===== src/rtl/uart_pkg.sv =====
// Shared UART definitions used by both the transmit and receive sides of the serial link.
package uart_pkg;

  typedef enum logic [2:0] {
    IDLE,
    START,
    DATA,
    PARITY,
    STOP
  } state_t;

  localparam int DATA_BITS = 8;
  localparam int STOP_BITS = 1;

  // Total bits on the wire for one frame, start bit included.
  function automatic int frame_bits(input bit parity_en);
    return 1 + DATA_BITS + (parity_en ? 1 : 0) + STOP_BITS;
  endfunction

endpackage


===== src/rtl/transmit_baud_timer.sv =====
// Reloadable bit-period down-counter: load restarts at CYCLES-1, tick while the count sits at 0.
module baud_timer #(
  parameter int CYCLES = 1250
) (
  input  logic clk,
  input  logic rst,
  input  logic load_i,
  output logic tick_o,
  output logic last_o
);

  localparam int W = (CYCLES > 2) ? $clog2(CYCLES) : 1;
  localparam logic [W-1:0] RELOAD = W'(CYCLES - 1);

  logic [W-1:0] count_q;

  always_ff @(posedge clk) begin
    if (!rst) begin
      count_q <= '0;
    end else if (load_i) begin
      count_q <= RELOAD;
    end else if (count_q != '0) begin
      count_q <= count_q - 1'b1;
    end
  end

  assign tick_o = (count_q == '0);
  // One clock before terminal count; lets the FSM register rdy for the final stop clock.
  assign last_o = (count_q == W'(1));

endmodule


===== src/rtl/transmit.sv =====
// UART transmitter, 8N1 frames on txd from a stb/rdy byte source.
// Define TRANSMIT_PARITY_EN to insert an even-parity bit between data and stop (8E1).
//
// state  | meaning
// IDLE   | line at mark, rdy high, waiting for a byte
// START  | start bit (txd=0)
// DATA   | data bits LSB first, bit_idx 0..7
// PARITY | even parity of the latched byte (TRANSMIT_PARITY_EN only)
// STOP   | stop bit (txd=1); rdy high in its final clock for gapless back-to-back
module transmit
  import uart_pkg::*;
#(
  parameter real BAUDRATE  = 96e2,
  parameter real FREQUENCY = 12e6
) (
  input  logic       clk,
  input  logic       rst,
  input  logic       stb,
  input  logic [7:0] dat,
  output logic       rdy,
  output logic       txd
);

  localparam int CYCLES = $rtoi(FREQUENCY / BAUDRATE);

  if (CYCLES < 2) begin : g_cycles_check
    $error("transmit: FREQUENCY/BAUDRATE must give at least 2 clocks per bit");
  end

  state_t     state_q;
  logic [7:0] shift_q;
  logic [2:0] bit_idx_q;
  logic       txd_q;
  logic       rdy_q;
`ifdef TRANSMIT_PARITY_EN
  logic       parity_q;
`endif

  logic tick;
  logic last;
  logic accept;
  logic load;

  assign accept = stb && rdy_q;
  assign load   = accept ||
                  (tick && (state_q == START || state_q == DATA || state_q == PARITY));

  baud_timer #(
    .CYCLES (CYCLES)
  ) u_baud_timer (
    .clk    (clk),
    .rst    (rst),
    .load_i (load),
    .tick_o (tick),
    .last_o (last)
  );

  always_ff @(posedge clk) begin
    if (!rst) begin
      state_q   <= IDLE;
      shift_q   <= '0;
      bit_idx_q <= '0;
      txd_q     <= 1'b1;
      rdy_q     <= 1'b0;
`ifdef TRANSMIT_PARITY_EN
      parity_q  <= 1'b0;
`endif
    end else begin
      case (state_q)
        IDLE: begin
          txd_q <= 1'b1;
          rdy_q <= 1'b1;
          if (accept) begin
            state_q  <= START;
            txd_q    <= 1'b0;
            rdy_q    <= 1'b0;
            shift_q  <= dat;
`ifdef TRANSMIT_PARITY_EN
            parity_q <= ^dat;
`endif
          end
        end

        START: begin
          if (tick) begin
            state_q   <= DATA;
            txd_q     <= shift_q[0];
            shift_q   <= shift_q >> 1;
            bit_idx_q <= '0;
          end
        end

        DATA: begin
          if (tick) begin
            if (bit_idx_q == 3'(DATA_BITS - 1)) begin
`ifdef TRANSMIT_PARITY_EN
              state_q <= PARITY;
              txd_q   <= parity_q;
`else
              state_q <= STOP;
              txd_q   <= 1'b1;
`endif
            end else begin
              bit_idx_q <= bit_idx_q + 3'd1;
              txd_q     <= shift_q[0];
              shift_q   <= shift_q >> 1;
            end
          end
        end

`ifdef TRANSMIT_PARITY_EN
        PARITY: begin
          if (tick) begin
            state_q <= STOP;
            txd_q   <= 1'b1;
          end
        end
`endif

        STOP: begin
          if (tick) begin
            if (accept) begin
              state_q  <= START;
              txd_q    <= 1'b0;
              rdy_q    <= 1'b0;
              shift_q  <= dat;
`ifdef TRANSMIT_PARITY_EN
              parity_q <= ^dat;
`endif
            end else begin
              state_q <= IDLE;
              txd_q   <= 1'b1;
              rdy_q   <= 1'b1;
            end
          end else begin
            rdy_q <= last;
          end
        end

        default: begin
          state_q <= IDLE;
          txd_q   <= 1'b1;
          rdy_q   <= 1'b0;
        end
      endcase
    end
  end

  assign txd = txd_q;
  assign rdy = rdy_q;

endmodule

===== config.mk =====
export PLATFORM = sky130hd
export DESIGN_NAME = transmit
export DESIGN_NICKNAME = d
export VERILOG_FILES = /design/src/rtl/uart_pkg.sv /design/src/rtl/transmit_baud_timer.sv /design/src/rtl/transmit.sv
export SDC_FILE = /design/constraint.sdc
export NUM_CORES = 1
export LEC_CHECK = 0
export CORE_UTILIZATION = 45
export CTS_CLUSTER_SIZE = 14
export DETAILED_ROUTE_END_ITERATION = 6
export PLACE_DENSITY = 0.69
export SETUP_SLACK_MARGIN = 0.5
export SLEW_MARGIN = 40
export SYNTH_ARGS = -nofsm -noshare
export SYNTH_HDL_FRONTEND = slang
export SYNTH_SLANG_ARGS = --single-unit

===== constraint.sdc =====
create_clock -name clk -period 1.7 [get_ports clk]
set_input_delay 0.17 -clock clk [delete_from_list [all_inputs] [get_ports clk]]
set_output_delay 0.17 -clock clk [all_outputs]
set_load 0.02 [all_outputs]

==> metrics.yaml <==
outcome:
  outcome: "finished with violations"
  failed_checks: "negative setup slack"
final_layout:
  n_antenna_cell: 0
  finalInstanceArea_mm2: 0.002283
  area_growth_pct: 47.42
  final_util: 0.7242
  final_nets: 232
  fillers: 234
  final_common_cell: "buf_4"
  drive_gt1_frac: 0.4093
  layout_common_cells: "buf_4 (25), dfxtp_1 (18), nand2_1 (15), clkdlybuf4s50_1 (10), o21ai_0 (9)"
timing:
  drv_slew: 0
  period_share: 1.019
  skew_ns: 0.006353
  rsz0062_at_grt: "true"
  fin_crit_ns: 1.733
  max_freq_mhz: 577.0
  whs_ns: 0.4268
  final_hold_viol_count: 0
  setup_violations: 9
  worst_pin_slew_ns: 0.4057
  fin_ws_ns: -0.03314
  fin_setup_tns_ns: -0.1875
  max_slew_margin: 0.7292
clock_network:
  cts-root-buf: "clkbuf_4"
  cts_buffers: 3
  clk_pin_slew_ns: 0.15
  cts_tree: "done"
  clock-sinks: 27
  clk_path_buf_depth: 2
  clock_latency_ns: 0.34
  cts-htree-levels: 1
floorplanning:
  core_mm2: 0.003153
  start_util: 0.4913
  rows: 20
  ios: 13
  fp.dieH_um: 60.67
  die_area_mm2: 0.003681
  die_w_um: 60.67
place:
  io_buffers: 12
  gp_congestion: 0.8468
  place_ws_ns: -0.05416
  place_hpwl_um: 2732
  placed_area_mm2: 0.001951
route:
  ant_nets: 0
  dr.pass1.iters: 4
  met3WireLength_um: 111
  top_layer: "met4"
  vias: 1483
  drc: 0
  wl_met1_um: 1711
  viasPerCell: 5.726
  dr_wl_met2_um: 2074
  wl_um: 3992
  first_iter_violations: 59
  routedWlPerCell_um: 15.41
power:
  power_switching_mw: 1.448
  ir_worst_vdd_mv: 1.122
  leakage_nw: 0.9002
  swShare: 0.4073
  clkPwrFrac: 0.083
  power_frac_comb: 0.630
  p_per_area_mw_per_mm2: 1557
  pwr-share-seq: 0.287
  p_int_mw: 2.107
logic_synthesis:
  synth_top_area_cell: "dfxtp_1"
  synth.ff_latch_count: 27
  syn_avg_cell_area_um2: 8.801
  syn-num-nets: 192
  netlist_area_mm2: 0.001549
  async_flop_share: 0
  yosysSeqAreaShare: 0.3489
  synth_edf_count: 0
  synth_top_area_frac: 0.3489
  yosys-top-cells-area: "dfxtp_1 (35%), mux2i_1 (5.2%), o21ai_0 (4.8%)"
  netlist_instances: 176
  yosys_warnings: 0
  yosysUniqueCellTypes: 50
  synth_ff_type: "dfxtp_1"
global_route:
  antenna_found_initial: 0
  grt_pass1_wl_um: 6817
  grt-ovfl-total: 0
  grt_pass1_vias: 1474
  grt_max_degree: 21
  gr-usage-all-layers: 0.2497
flow_run:
  maxCapViolCount: 0
worst_setup_path:
  critPathRequiredTime_ns: 1.94
  cp-start-kind: "flop"
  path_max_fanout: 8
  end_kind: "flop"
  cp.arrival_ns: 1.97
  crit_type: "flop to flop"
hold_path:
  hold_class: "input pin to flop"
-- path summary, 6_finish.rpt --
kind | start | end | slack (ns) | depth (start not counted)
max | bit_idx_q[0]$_SDFFE_PN0P_ | shift_q[1]$_SDFFE_PN0P_ | -0.03 | 7
min | dat[7] | shift_q[7]$_SDFFE_PN0P_ | 0.43 | 3
max reg2reg | bit_idx_q[0]$_SDFFE_PN0P_ | shift_q[1]$_SDFFE_PN0P_ | -0.03 | 7
min reg2reg | shift_q[3]$_SDFFE_PN0P_ | shift_q[3]$_SDFFE_PN0P_ | 0.47 | 2
-- sequential cells by signal, indices dropped and copies added, names as in the netlist --
signal,cells
bit_idx_q,3
rdy,1
shift_q,8
state_q,3
txd,1
u_baud_timer.count_q,11
-- what timing repair did --
item                       4_1_cts  5_1_grt
setup buffers                    9        7
setup endpoints to repair       29       29
pin swaps                       17       10
hold buffers                     0        0
gates resized for setup         32       14
-- per-layer routing --
layer | track usage | vias up
met1 | 0.2872 | 721
met5 | 0 | -
met2 | 0.4474 | 22
li1 | - | 729
met4 | 0.1071 | 0
met3 | 0.05117 | 11
-- final cells by class --
type	instances	area (um^2)	area share
clock buffer	3	22.52	0.009863
tap	44	55.05	0.02411
clock inverter	1	5.005	0.002192
inverter	5	21.27	0.009315
sequential	27	556.8	0.2438
multi-input combinational	132	1172	0.5134
timing repair buffer	47	450.4	0.1973
-- per-stage QoR --
stage	cells	total power [mW]
global placement	239	2.524
detailed placement	239	2.596
global route	259	3.771
finish	259	3.556
floorplan	176	2.128
CTS	252	3.252
-- cell families (layout without fill, tap and decap cells) --
family                     count (synthesis)  count (layout)  synth area share
muxes                                      8               8           0.05170
xor gates and xnor gates                   4               4           0.02262
adders and majority gates                  5               5           0.04039
buffers and inverters                     17              56           0.05573
DFF                                       27              27            0.3490
AOI/OAI and AO/OA                         51              51            0.2310
and+or+nand+nor                           64              64            0.2496
-- power groups by stage --
stage	Sequential, mW	Combinational (mW)	Clock [mW]
floorplan	0.988	1.14	0
global placement	0.997	1.53	0
detailed placement	1.01	1.58	0
CTS	1.00	1.95	0.303
global route	1.04	2.41	0.329
finish	1.02	2.24	0.295
-- worst max-delay path, stage by stage (launching register included) --
cell,delay [ns]
dfxtp_2,0.37
ha_4,0.16
ha_4,0.15
or4b_4,0.50
nand3_2,0.12
a21oi_4,0.07
buf_12,0.15
mux2i_1,0.12
-- Yosys cell counts, drive strengths merged, types with 2 or more instances --
cell	count
dfxtp	27
nand2	16
o21ai	15
a21oi	10
nor2	9
nor3b	9
mux2i	8
nand3	8
o21a	7
buf	6
clkbuf	6
ha	5
inv	5
a31oi	4
a211oi	3
nand3b	2
nand4	2
nand4b	2
nor2b	2
nor3	2
nor4	2
o311ai	2
o31ai	2
or3	2
xnor2	2
xor2	2
(Power assumes the default switching activity.)
==> variant, RTL diff (same flow settings) <==
Re-encode `state_t` (5 states) as one-hot, 5 bits wide.
--- a/src/rtl/uart_pkg.sv
+++ b/src/rtl/uart_pkg.sv
@@ -3,8 +3,8 @@
 
-  typedef enum logic [2:0] {
-    IDLE,
-    START,
-    DATA,
-    PARITY,
-    STOP
+  typedef enum logic [4:0] {
+    IDLE   = 5'b00001,
+    START  = 5'b00010,
+    DATA   = 5'b00100,
+    PARITY = 5'b01000,
+    STOP   = 5'b10000
   } state_t;
Function: same outputs for any inputs over 10 cycles, from zero or initial values and one cycle with rst low; not proved beyond that.
==> variant against the original RTL <==
- the flow still finishes with violations (setup timing)
- total power grew 4.2%
- setup slack lost 6.6 ps
- sequential cell count grew 1
- worst hold slack gained 37 ps
- critical path depth shrank 1
- design area grew 11%
- clock power grew 45%
- non-clock buffer count grew 5
- maximum frequency shrank 0.38%
- routed wire length grew 40%
- core utilization grew 0.78 points
- sequential share of layout area shrank 1.0 points
- synthesized area grew 9.9%
- global-route usage grew 0.53 points
- largest cell class unchanged
- highest routed layer unchanged
==> variant: results (changes against the original RTL) <==
[outcome]
status = complete, but fails checks  ; unchanged
violations = setup timing  ; unchanged

[yosys]
synthTopCellsByArea = dfxtp_1 33%, mux2i_1 5.3%, nand2_1 3.8%, ha_1 3.7%, nor2_1 3.5%  ; was dfxtp_1 35%, mux2i_1 5.2%, o21ai_0 4.8%, nor3b_1 4.4%, ha_1 4.0%
ys_seq_area_share_pct = 32.9  ; was 34.9%
synth_nets = 211  ; was 192
synthDistinctLibCells = 58  ; was 50

[worst_setup_path]
critPathArrivalTime_ps = 1930  ; was 1970 ps

[timing]
finalSetupTns_ps = -39.7  ; was -187 ps
fin_ws_ps = -39.7  ; was -33.1 ps
finalSetupViolations = 1  ; was 9
clock_skew_ps = 3.10  ; was 6.35 ps

[global_route]
grt_pass1_wl_um = 8140  ; was 6820 um
grt_use_total_pct = 25.5  ; was 25.0%
grt_pass1_vias = 1790  ; was 1,474
grt_max_degree = 24  ; was 21

[route]
first_pass_iters = 5  ; was 4
via_count = 1880  ; was 1,483
dr.first_iter.drc_count = 209  ; was 59

[placed_design]
gp_congestion = 0.898  ; was 0.847
dp_slack_ps = 15.3  ; was -54.2 ps
place_area_mm2 = 0.00203  ; was 0.00195 mm^2
place_inst = 257  ; was 239

[clock_network]
clock_latency_ps = 280  ; was 340 ps

[finish]
fin_cells = 287  ; was 259
drive_above_1_share_pct = 44.0  ; was 40.9%

[power_and_ir_drop]
leakage_nw = 0.990  ; was 0.900 nW

==> variant: final timing paths <==
check                     to  slack (ps)       start  cells past startpoint
setup reg to reg  state_q[4]         -40  state_q[4]                      6
setup / recovery  state_q[4]         -40  state_q[4]                      6
hold reg to reg   shift_q[1]         460  shift_q[1]                      2
hold / removal    shift_q[1]         460  shift_q[1]                      2
==> variant: power by group <==
group          leakage (nW)  internal [mW]  switching, mW
logic                 0.725           1.10           1.13
registers             0.236          0.828          0.214
clock network        0.0288          0.208          0.219
==> variant: what timing repair did <==
item,in CTS,in global routing
pin swaps,19,18
endpoints found under the setup margin,30,29
gates cloned,2,0
setup buffers,18,6
resized for setup,51,17
==> variant: critical path, stage by stage (launching register included) <==
cell,delay (ps)
dfxtp_4,390
xor2_2,190
o211ai_1,440
buf_4,240
buf_6,110
o21ai_2,60
a221oi_2,210
==> variant: cells by family (layout without fill, tap and decap cells) <==
| group | after synthesis | in the layout | synth area share [%] |
|---|---|---|---|
| buffers and inverters | 16 | 61 | 4.63 |
| muxes | 9 | 9 | 5.29 |
| DFF | 28 | 28 | 32.9 |
| AOI/OAI and AO/OA | 58 | 58 | 26.3 |
| adders and majority gates | 5 | 5 | 3.68 |
| and+or+nand+nor | 74 | 75 | 24.6 |
| xor gates and xnor gates | 5 | 5 | 2.57 |
==> variant: final cells by class <==
class | count | area [um^2]
clock buffers | 4 | 55.1
fillers | 238 | 930
inverters | 5 | 23.8
well taps | 46 | 57.6
repair buffers | 52 | 448
flip-flops and latches | 28 | 593
multi-input cells | 152 | 1360
==> variant: metal layers <==
metal	global-route usage [%]	share of wire, %
met1	30.2	41
met2	43.9	48
met3	3.26	6.2
met4	14.2	4.7
met5	0	0
